$ cat config.mk
export PLATFORM = sky130hd
export DESIGN_NAME = q_reserve_fifo
export DESIGN_NICKNAME = d
export VERILOG_FILES = /design/src/rtl/q_reserve_fifo.sv
export SDC_FILE = /design/constraint.sdc
export NUM_CORES = 1
export LEC_CHECK = 0
export ABC_CLOCK_PERIOD_IN_PS = 3700
export CAP_MARGIN = 20
export CORE_ASPECT_RATIO = 0.6
export CORE_MARGIN = 4
export CORE_UTILIZATION = 30
export DETAILED_ROUTE_END_ITERATION = 12
export GPL_TIMING_DRIVEN = 0
export PLACE_DENSITY = 0.41
export SKIP_LAST_GASP = 1
export SYNTH_ARGS = -nofsm -noshare
export SYNTH_HDL_FRONTEND = slang
export SYNTH_SLANG_ARGS = --single-unit
$ cat constraint.sdc
create_clock -name clock -period 3.7 [get_ports clock]
set_input_delay 0.74 -clock clock [delete_from_list [all_inputs] [get_ports clock]]
set_output_delay 0.74 -clock clock [all_outputs]
set_load 0.05 [all_outputs]
$ cat src/rtl/q_reserve_fifo.sv
// Skid-tolerant FIFO with a registered back-pressure threshold and free-slot reserve.
// Ports: clock, reset (async, low), i_d/i_v/i_b in, o_d/o_v/o_b out; ovf when Q_RESERVE_FIFO_OVF_EN.
module q_reserve_fifo #(
  parameter int depth   = 16,
  parameter int width   = 16,
  parameter int reserve = 2
) (
  input  logic             clock,
  input  logic             reset,
  input  logic [width-1:0] i_d,
  input  logic             i_v,
  output logic             i_b,
  output logic [width-1:0] o_d,
  output logic             o_v,
  input  logic             o_b
`ifdef Q_RESERVE_FIFO_OVF_EN
  ,
  output logic             ovf
`endif
);

  localparam int PW = (depth > 1) ? $clog2(depth) : 1;
  localparam logic [PW-1:0] LAST = PW'(depth - 1);
  localparam logic [PW-1:0] ONE  = PW'(1);
  localparam logic [8:0] FULL = 9'(depth);
  localparam logic [8:0] THR  = 9'(depth - reserve);

  logic [width-1:0] mem [depth];
  logic [PW-1:0]    rd_ptr;
  logic [PW-1:0]    wr_ptr;
  logic [8:0]       count;
  logic [8:0]       count_nx;
  logic             enq;
  logic             deq;

  // Count is already 0 in reset; gating keeps o_v low regardless of o_b.
  assign o_v = reset && (count != 9'd0) && !o_b;
  assign deq = o_v;
  // At full, a same-cycle dequeue frees the slot the write lands in.
  assign enq = i_v && ((count != FULL) || deq);
  assign o_d = mem[rd_ptr];

  always_comb begin
    count_nx = count;
    if (enq && !deq)
      count_nx = count + 9'd1;
    else if (deq && !enq)
      count_nx = count - 9'd1;
  end

  always_ff @(posedge clock or negedge reset) begin
    if (!reset) begin
      count  <= 9'd0;
      rd_ptr <= '0;
      wr_ptr <= '0;
      i_b    <= 1'b1;
    end else begin
      count <= count_nx;
      i_b   <= (count_nx >= THR);
      if (enq)
        wr_ptr <= (wr_ptr == LAST) ? '0 : wr_ptr + ONE;
      if (deq)
        rd_ptr <= (rd_ptr == LAST) ? '0 : rd_ptr + ONE;
    end
  end

  always_ff @(posedge clock) begin
    if (enq)
      mem[wr_ptr] <= i_d;
  end

`ifdef Q_RESERVE_FIFO_OVF_EN
  // Sticky until reset: any item dropped at full.
  always_ff @(posedge clock or negedge reset) begin
    if (!reset)
      ovf <= 1'b0;
    else if (i_v && !enq)
      ovf <= 1'b1;
  end
`endif

endmodule
==> impl_summary.log <==
INFO  metric outcome = finished, final reports clean
INFO  metric netlist-cell-type-count = 50
INFO  metric cellLeakagePower = 4.30 nW
INFO  metric grt_max_degree = 23
INFO  metric wl_per_cell = 25.2 um
INFO  metric crit_arrival = 2.86 ns
INFO  metric cell_pwr_density = 805 nW/um2
INFO  metric worst_clock_skew = 0.0112 ns
INFO  metric drcViolationCount = 0
INFO  metric grt_antenna_before_repair = 0
INFO  metric postSynthAreaPerCell = 21.3 um2
INFO  metric async_reset_ff_share = 6.57%
INFO  metric criticalPathCategory = register to output pin
INFO  metric max-vdd-ir-drop = 0.415 mV
INFO  metric synth-seq-cells = 274
INFO  metric top_level_ports = 38
INFO  metric detailedPlacementHpwl = 18600 um
INFO  metric min_period_over_period = 97.2%
INFO  metric final_period_minus_worst_setup_slack = 3.60 ns
INFO  metric utilization = 37.8%
INFO  metric grt_use_total = 14.1%
INFO  metric floorplan.rows = 53
INFO  metric yosysWarningCount = 0
INFO  metric power_frac_comb = 36.1%
INFO  metric setup_tns = 0 ns
INFO  metric cts-hold-fix-buffers = 0
INFO  metric replace_congestion = 0.841
INFO  metric num_antenna_cells = 0
INFO  metric initial_utilization = 30.9%
INFO  metric fp.dieArea = 39800 um2
INFO  metric cp-start-kind = register
INFO  metric layout.nets = 631
INFO  metric dominantRegCellSynth = edfxtp_1
INFO  metric drt_first_pass_iters = 5
INFO  metric crit_path_frequent_cell = mux4_2
INFO  metric port_buffers = 37
INFO  metric synth-seq-area-share = 74.1%
INFO  metric synth_edf_count = 256
INFO  metric cp_slowest_cell = mux4_2
INFO  metric drv.max_cap_violation_count = 0
INFO  metric layout-area-overhead-vs-synth = 22.3%
INFO  metric clkSinkCount = 274
INFO  metric finalSetupViolations = 0
INFO  metric grt_pass1_wl = 40200 um
INFO  metric drt-total-wl = 27500 um
INFO  metric cts_buffers = 28
INFO  metric cts.path.max_buffers = 3
INFO  metric switching_power = 3.63 mW
INFO  metric p_clk_share = 28.0%
INFO  metric post_cts_resized = 73
INFO  metric crit_path_end_kind = output pin
INFO  metric critical_path.max_stage_delay = 0.53 ns
INFO  metric vias_per_cell = 5.00
INFO  metric drive_gt1_share = 32.3%
INFO  metric core_area = 35500 um2
INFO  metric power.share.sequential = 35.9%
INFO  metric timing_hold_violations_final = 0
INFO  metric worst_setup_slack_final = 0.103 ns
INFO  metric initialDrtViolationCount = 461
INFO  metric clk_root_buffer_cell = clkbuf_16
INFO  metric switching_share = 33.6%
INFO  metric cts-htree-levels = 1
INFO  metric min_path_type = input port to asynchronous set/reset pin
INFO  metric drtAntennaViolNets = 0
INFO  metric cts.repair_timing.setup_buffer_count = 0
INFO  metric fmax = 278 MHz
INFO  metric crit_path_cell_trace = buf_4 -> clkbuf_4 -> mux4_2 -> mux4_2 -> clkdlybuf4s15_2
INFO  metric gr-total-overflow = 0
INFO  metric cp_data_required_time = 2.96 ns
INFO  metric tritoncts = done
INFO  metric die_width = 255 um
INFO  metric final-max-slew-violation-count = 0
INFO  metric clock_latency = 0.55 ns
INFO  metric floorplan.die.height = 156 um
INFO  metric synth.cell_area = 11000 um2
INFO  metric setup_repair_after_global_routing_missed_its_margin = false
INFO  metric worst-path-max-fanout = 10
INFO  metric worst_pin_slew = 0.945 ns
INFO  metric synth.net_count = 545
INFO  metric synthesis.instances = 517
INFO  metric route.vias.total = 5455
INFO  metric pre_cts_slack = -0.991 ns
INFO  metric power_report.internal_total = 7.18 mW
INFO  metric grt_pass1_vias = 5639
INFO  metric timing.slew.headroom = 37.0%
INFO  metric clkTransAtPathRegs = 0.06 ns
-- worst paths after layout --
| kind | start | endpoint | slack, ns | cells past startpoint |
|---|---|---|---|---|
| max in group asynchronous | reset | rd_ptr[0] | 2.97 | 1 |
| hold reg to reg | wr_ptr[2] | wr_ptr[2] | 0.60 | 1 |
| min in group clock | wr_ptr[2] | wr_ptr[2] | 0.60 | 1 |
| hold / removal | reset | wr_ptr[1] | 0.29 | 1 |
| setup / recovery | rd_ptr[1] | o_d[7] | 0.10 | 5 |
| setup reg to reg | count[1] | mem[7][2] | 0.44 | 10 |
-- metal layers --
| metal | part of all wire, % | GRT usage [%] | wire, um | vias up |
|---|---|---|---|---|
| li1 | - | - | - | 2333 |
| met1 | 50 | 21.8 | 13700 | 2959 |
| met2 | 44 | 20.8 | 12200 | 125 |
| met3 | 4.4 | 2.81 | 1200 | 38 |
| met4 | 1.6 | 2.52 | 451 | 0 |
| met5 | 0 | 0 | 0 | - |
-- state kept, by name, indices dropped and copies added (netlist names) --
register and cells:
count 9, i_b 1, mem 256, rd_ptr 4, wr_ptr 4
-- cells by family after synthesis --
family,synth area share (%)
multiplexers,16.6
AO/OA/AOI/OAI,2.06
AND/OR/NAND/NOR,3.77
adder cells (fa/ha/maj),0.911
buffers and inverters,1.86
flip-flops,74.1
XOR/XNOR,0.717
-- cells in the final DEF (no fill, tap or decap), types with 7 or more instances in the layout --
cell and instances:
and2_1 9, buf_16 9, buf_8 14, clkbuf_1 11, clkbuf_16 29, clkdlybuf4s15_2 16, clkdlybuf4s50_1 19, dfrtp_1 16
edfxtp_1 256, ha_1 8, inv_1 14, mux4_2 80, nand2_1 10, nand3_1 11, nor2_1 7, nor3_1 7
o21ai_0 7, xnor2_1 8
-- cells in the mapped netlist (all sizes together) (2+ instances only) --
library cell | n | area [um2]
edfxtp | 256 | 7690
mux4 | 80 | 1800
dfrtp | 17 | 425
buf | 15 | 105
inv | 14 | 52.6
clkbuf | 12 | 46.3
nand3 | 11 | 55.1
nor2 | 11 | 41.3
nor3 | 11 | 55.1
nand2 | 10 | 37.5
and2 | 9 | 56.3
a21oi | 8 | 43.8
ha | 8 | 100
o21ai | 8 | 40.0
xnor2 | 8 | 70.1
a31oi | 4 | 46.3
nand4 | 4 | 25.0
nor3b | 3 | 27.5
nor4 | 3 | 25.0
a211oi | 2 | 15.0
and3 | 2 | 13.8
and3b | 2 | 17.5
mux2 | 2 | 22.5
-- power groups by stage --
stage / clock [mW] / combinational, mW / sequential, mW
after detailed placement: 0 / 4.04 / 3.90
final: 3.03 / 3.90 / 3.88
after CTS: 3.12 / 3.99 / 3.88
after global routing: 3.26 / 4.15 / 3.91
after floorplan: 0 / 2.61 / 3.87
after global placement: 0 / 3.88 / 3.90
-- layout make-up --
cell class | instances | area, um2
clock inverter | 16 | 231
buffer | 25 | 188
fill | 3218 | 22100
tap | 467 | 584
inverter | 14 | 52.6
timing repair buffer | 58 | 808
clock buffer | 36 | 752
sequential | 274 | 8140
multi-input combinational | 202 | 2680
-- per-stage QoR --
| stage | cell area [um2] | std cells | hold slack, ns | power [mW] |
|---|---|---|---|---|
| CTS | 13400 | 1092 | 0.283 | 11.0 |
| detailed placement | 12400 | 1042 | 0.567 | 7.94 |
| global placement | 11900 | 1021 | 0.553 | 7.78 |
| global route | 13400 | 1092 | 0.323 | 11.3 |
| finish | 13400 | 1092 | 0.290 | 10.8 |
| floorplan | 11000 | 517 | 0.444 | 6.48 |
-- critical path: cells and delay by family (launching register included) --
family,cells,cell delay [ns]
mux,2,0.90
buf+inv,3,1.00
flops,1,0.41
(Power assumes the default switching activity.)
==> edit, RTL diff (config.mk and constraints unchanged) <==
Add an input register stage for `i_d` and `o_b`, without a reset; this delays them by one clock. The other inputs are not delayed to match.
--- a/src/rtl/q_reserve_fifo.sv
+++ b/src/rtl/q_reserve_fifo.sv
@@ -25,6 +25,14 @@
   localparam logic [8:0] FULL = 9'(depth);
   localparam logic [8:0] THR  = 9'(depth - reserve);
 
+  logic [width-1:0] i_d_q;
+  logic o_b_q;
+
+  always_ff @(posedge clock) begin
+    i_d_q <= i_d;
+    o_b_q <= o_b;
+  end
+
   logic [width-1:0] mem [depth];
   logic [PW-1:0]    rd_ptr;
   logic [PW-1:0]    wr_ptr;
@@ -34,7 +42,7 @@
   logic             deq;
 
   // Count is already 0 in reset; gating keeps o_v low regardless of o_b.
-  assign o_v = reset && (count != 9'd0) && !o_b;
+  assign o_v = reset && (count != 9'd0) && !o_b_q;
   assign deq = o_v;
   // At full, a same-cycle dequeue frees the slot the write lands in.
   assign enq = i_v && ((count != FULL) || deq);
@@ -66,7 +74,7 @@
 
   always_ff @(posedge clock) begin
     if (enq)
-      mem[wr_ptr] <= i_d;
+      mem[wr_ptr] <= i_d_q;
   end
 
 `ifdef Q_RESERVE_FIFO_OVF_EN
Check against the original RTL: not equivalent (Yosys sat finds a counterexample within 4 cycles, from zero or initial values and one cycle with reset low).
==> edit against the unedited design <==
Area after synthesis increased by 3.1%; final area rose by 1.2%; worst setup slack better by 0.049 ns; total power fell by 1.9%; wire length grew 0.55%; die area increased by 3.0%; clock skew fell by 0.00088 ns; global-route usage decreased by 0.34 points; maximum frequency rose by 1.4%; sequential power rose by 5%; via count up 1.3%; sequential cell count increased by 17; non-clock buffer count fell by 1.
==> edit: results (changes against the unedited design) <==
* Outcome: finished, final reports clean (unchanged)
* H-tree levels at 1 (unchanged)
* Drt first-iter violations at 427 (was 461)
* Largest stage delay, worst path at 0.68 ns (was 0.53 ns)
* Total CTS buffers at 29 (was 28)
* Fin cells at 1145 (was 1092)
* Share of cells above drive strength 1 at 31.2% (was 32.3%)
* Vias per inst at 4.82 (was 5.00)
* Max IR drop VDD at 328 uV (was 415 uV)
* NetSw at 0.00365 W (was 0.00363 W)
* Post-synth ARST share at 6.19% (was 6.57%)
* Most common library cells after synthesis: edfxtp_1, mux4_2, dfrtp_1, dfxtp_1, inv_1 (was edfxtp_1, mux4_2, dfrtp_1)
* Final Wtd Congestion at 0.826 (was 0.841)
* Worst setup startpoint: rd_ptr[1] (unchanged)
* Reg power frac at 38.4% (was 35.9%)
* Clock network area share at 6.49% (was 7.32%)
* Area of the multi-input gates at 0.00269 mm2 (was 0.00268 mm2)
* # resized after CTS at 103 (was 73)
* Max stage delay cell, worst path: clkbuf_1 (was mux4_2)
* Number of global-route vias before repair at 5731 (was 5639)
* Mux cell area share after synthesis at 16.1% (was 16.6%)
* Nonclk buf count at 82 (was 83)
* Register area share after synthesis at 74.9% (was 74.1%)
* Synth top area cells: edfxtp_1, mux4_2, dfrtp_1 (unchanged)
* Placed cell count at 1094 (was 1042)
* Netlist cell types at 51 (was 50)
* Xor and xnor area share after synthesis at 0.696% (was 0.717%)
* Top cell type's share of synthesized area at 67.9% (was 70.0%)
* Synth Area per Inst at 21.2 um2 (was 21.3 um2)
* Tightest Pin Transition at 0.912 ns (was 0.945 ns)
* Hold Crit Class: in -> async (unchanged)
* Clock power frac at 26.1% (was 28.0%)
* Clock buffers at 33 (was 36)
* Fillers at 3358 (was 3218)
* First-pass GRT wire length at 40.3 mm (was 40.2 mm)
* Syn nets at 562 (was 545)
* Regs by FF count: mem x256, i_d_q x16, count x9 (was mem x256, count x9)
* Post-synthesis compound-gate area fraction at 2.00% (was 2.06%)
* Adder-Cell Fraction of Synth Area at 0.884% (was 0.911%)
* Leakage power at 4.38 nW (was 4.30 nW)
* Non-clk buf share at 6.31% (was 7.41%)
* Drt total wl at 27.7 mm (was 27.5 mm)
* Final layout net count at 648 (was 631)
* WP data arrival at 2.81 ns (was 2.86 ns)
* Post-DP HPWL at 18.5 mm (was 18.6 mm)
* Overall power at 0.0106 W (was 0.0108 W)
* Clk_skew at 0.0103 ns (was 0.0112 ns)
* FFs & Latches at 291 (was 274)
* Fraction of area in registers at 62.4% (was 60.6%)
* Global-route total usage across every layer at 13.7% (was 14.1%)
-- edit: cell types whose count changed in the layout (fill, tap and decap cells not counted), moves of 2 or more --
cell	change
clkinv_2	+7
nor2_4	+2
buf_6	+8
clkbuf_1	-3
nor2_2	-2
buf_8	-10
buf_2	+15
dfxtp_1	+17
clkdlybuf4s15_2	-15
bufinv_16	-4
-- edit: path summary, 6_finish.rpt --
| kind | to | slack (ns) | cells after the start |
|---|---|---|---|
| max in group asynchronous | count[6] | 3.03 | 1 |
| setup / recovery | o_d[10] | 0.15 | 4 |
| setup reg to reg | mem[3][0] | 0.50 | 9 |
| min in group clock | wr_ptr[2] | 0.58 | 1 |
| hold reg to reg | wr_ptr[2] | 0.58 | 1 |
| hold / removal | wr_ptr[3] | 0.28 | 1 |
-- edit: metal layers --
| metal | track usage, % | wire length, um | up-vias |
|---|---|---|---|
| met5 | 0 | 0 | - |
| met4 | 2.70 | 445 | 0 |
| met3 | 2.96 | 1410 | 35 |
| met2 | 19.3 | 11400 | 140 |
| met1 | 21.9 | 14400 | 2964 |
| li1 | - | - | 2385 |
-- edit: stage by stage --
| stage | utilization (%) | worst slack (ns) | TNS (ns) | hold WS, ns | instance area, um2 |
|---|---|---|---|---|---|
| detailed placement | 34.6 | -0.932 | -100.09 | 0.573 | 12700 |
| finish | 36.9 | 0.152 | 0 | 0.284 | 13600 |
| global placement | 33.5 | -2.65 | -364.41 | 0.566 | 12300 |
| global route | 36.9 | 0.00113 | 0 | 0.302 | 13600 |
| floorplan | - | 0.617 | 0 | 0.444 | 11300 |
| CTS | 36.9 | 0.00547 | 0 | 0.282 | 13600 |
-- edit: critical path: cells and delay by family (launching register included) --
kind / cells / cell delay [ns]
mux: 2 / 0.93
buf+inv: 2 / 0.91
flops: 1 / 0.41
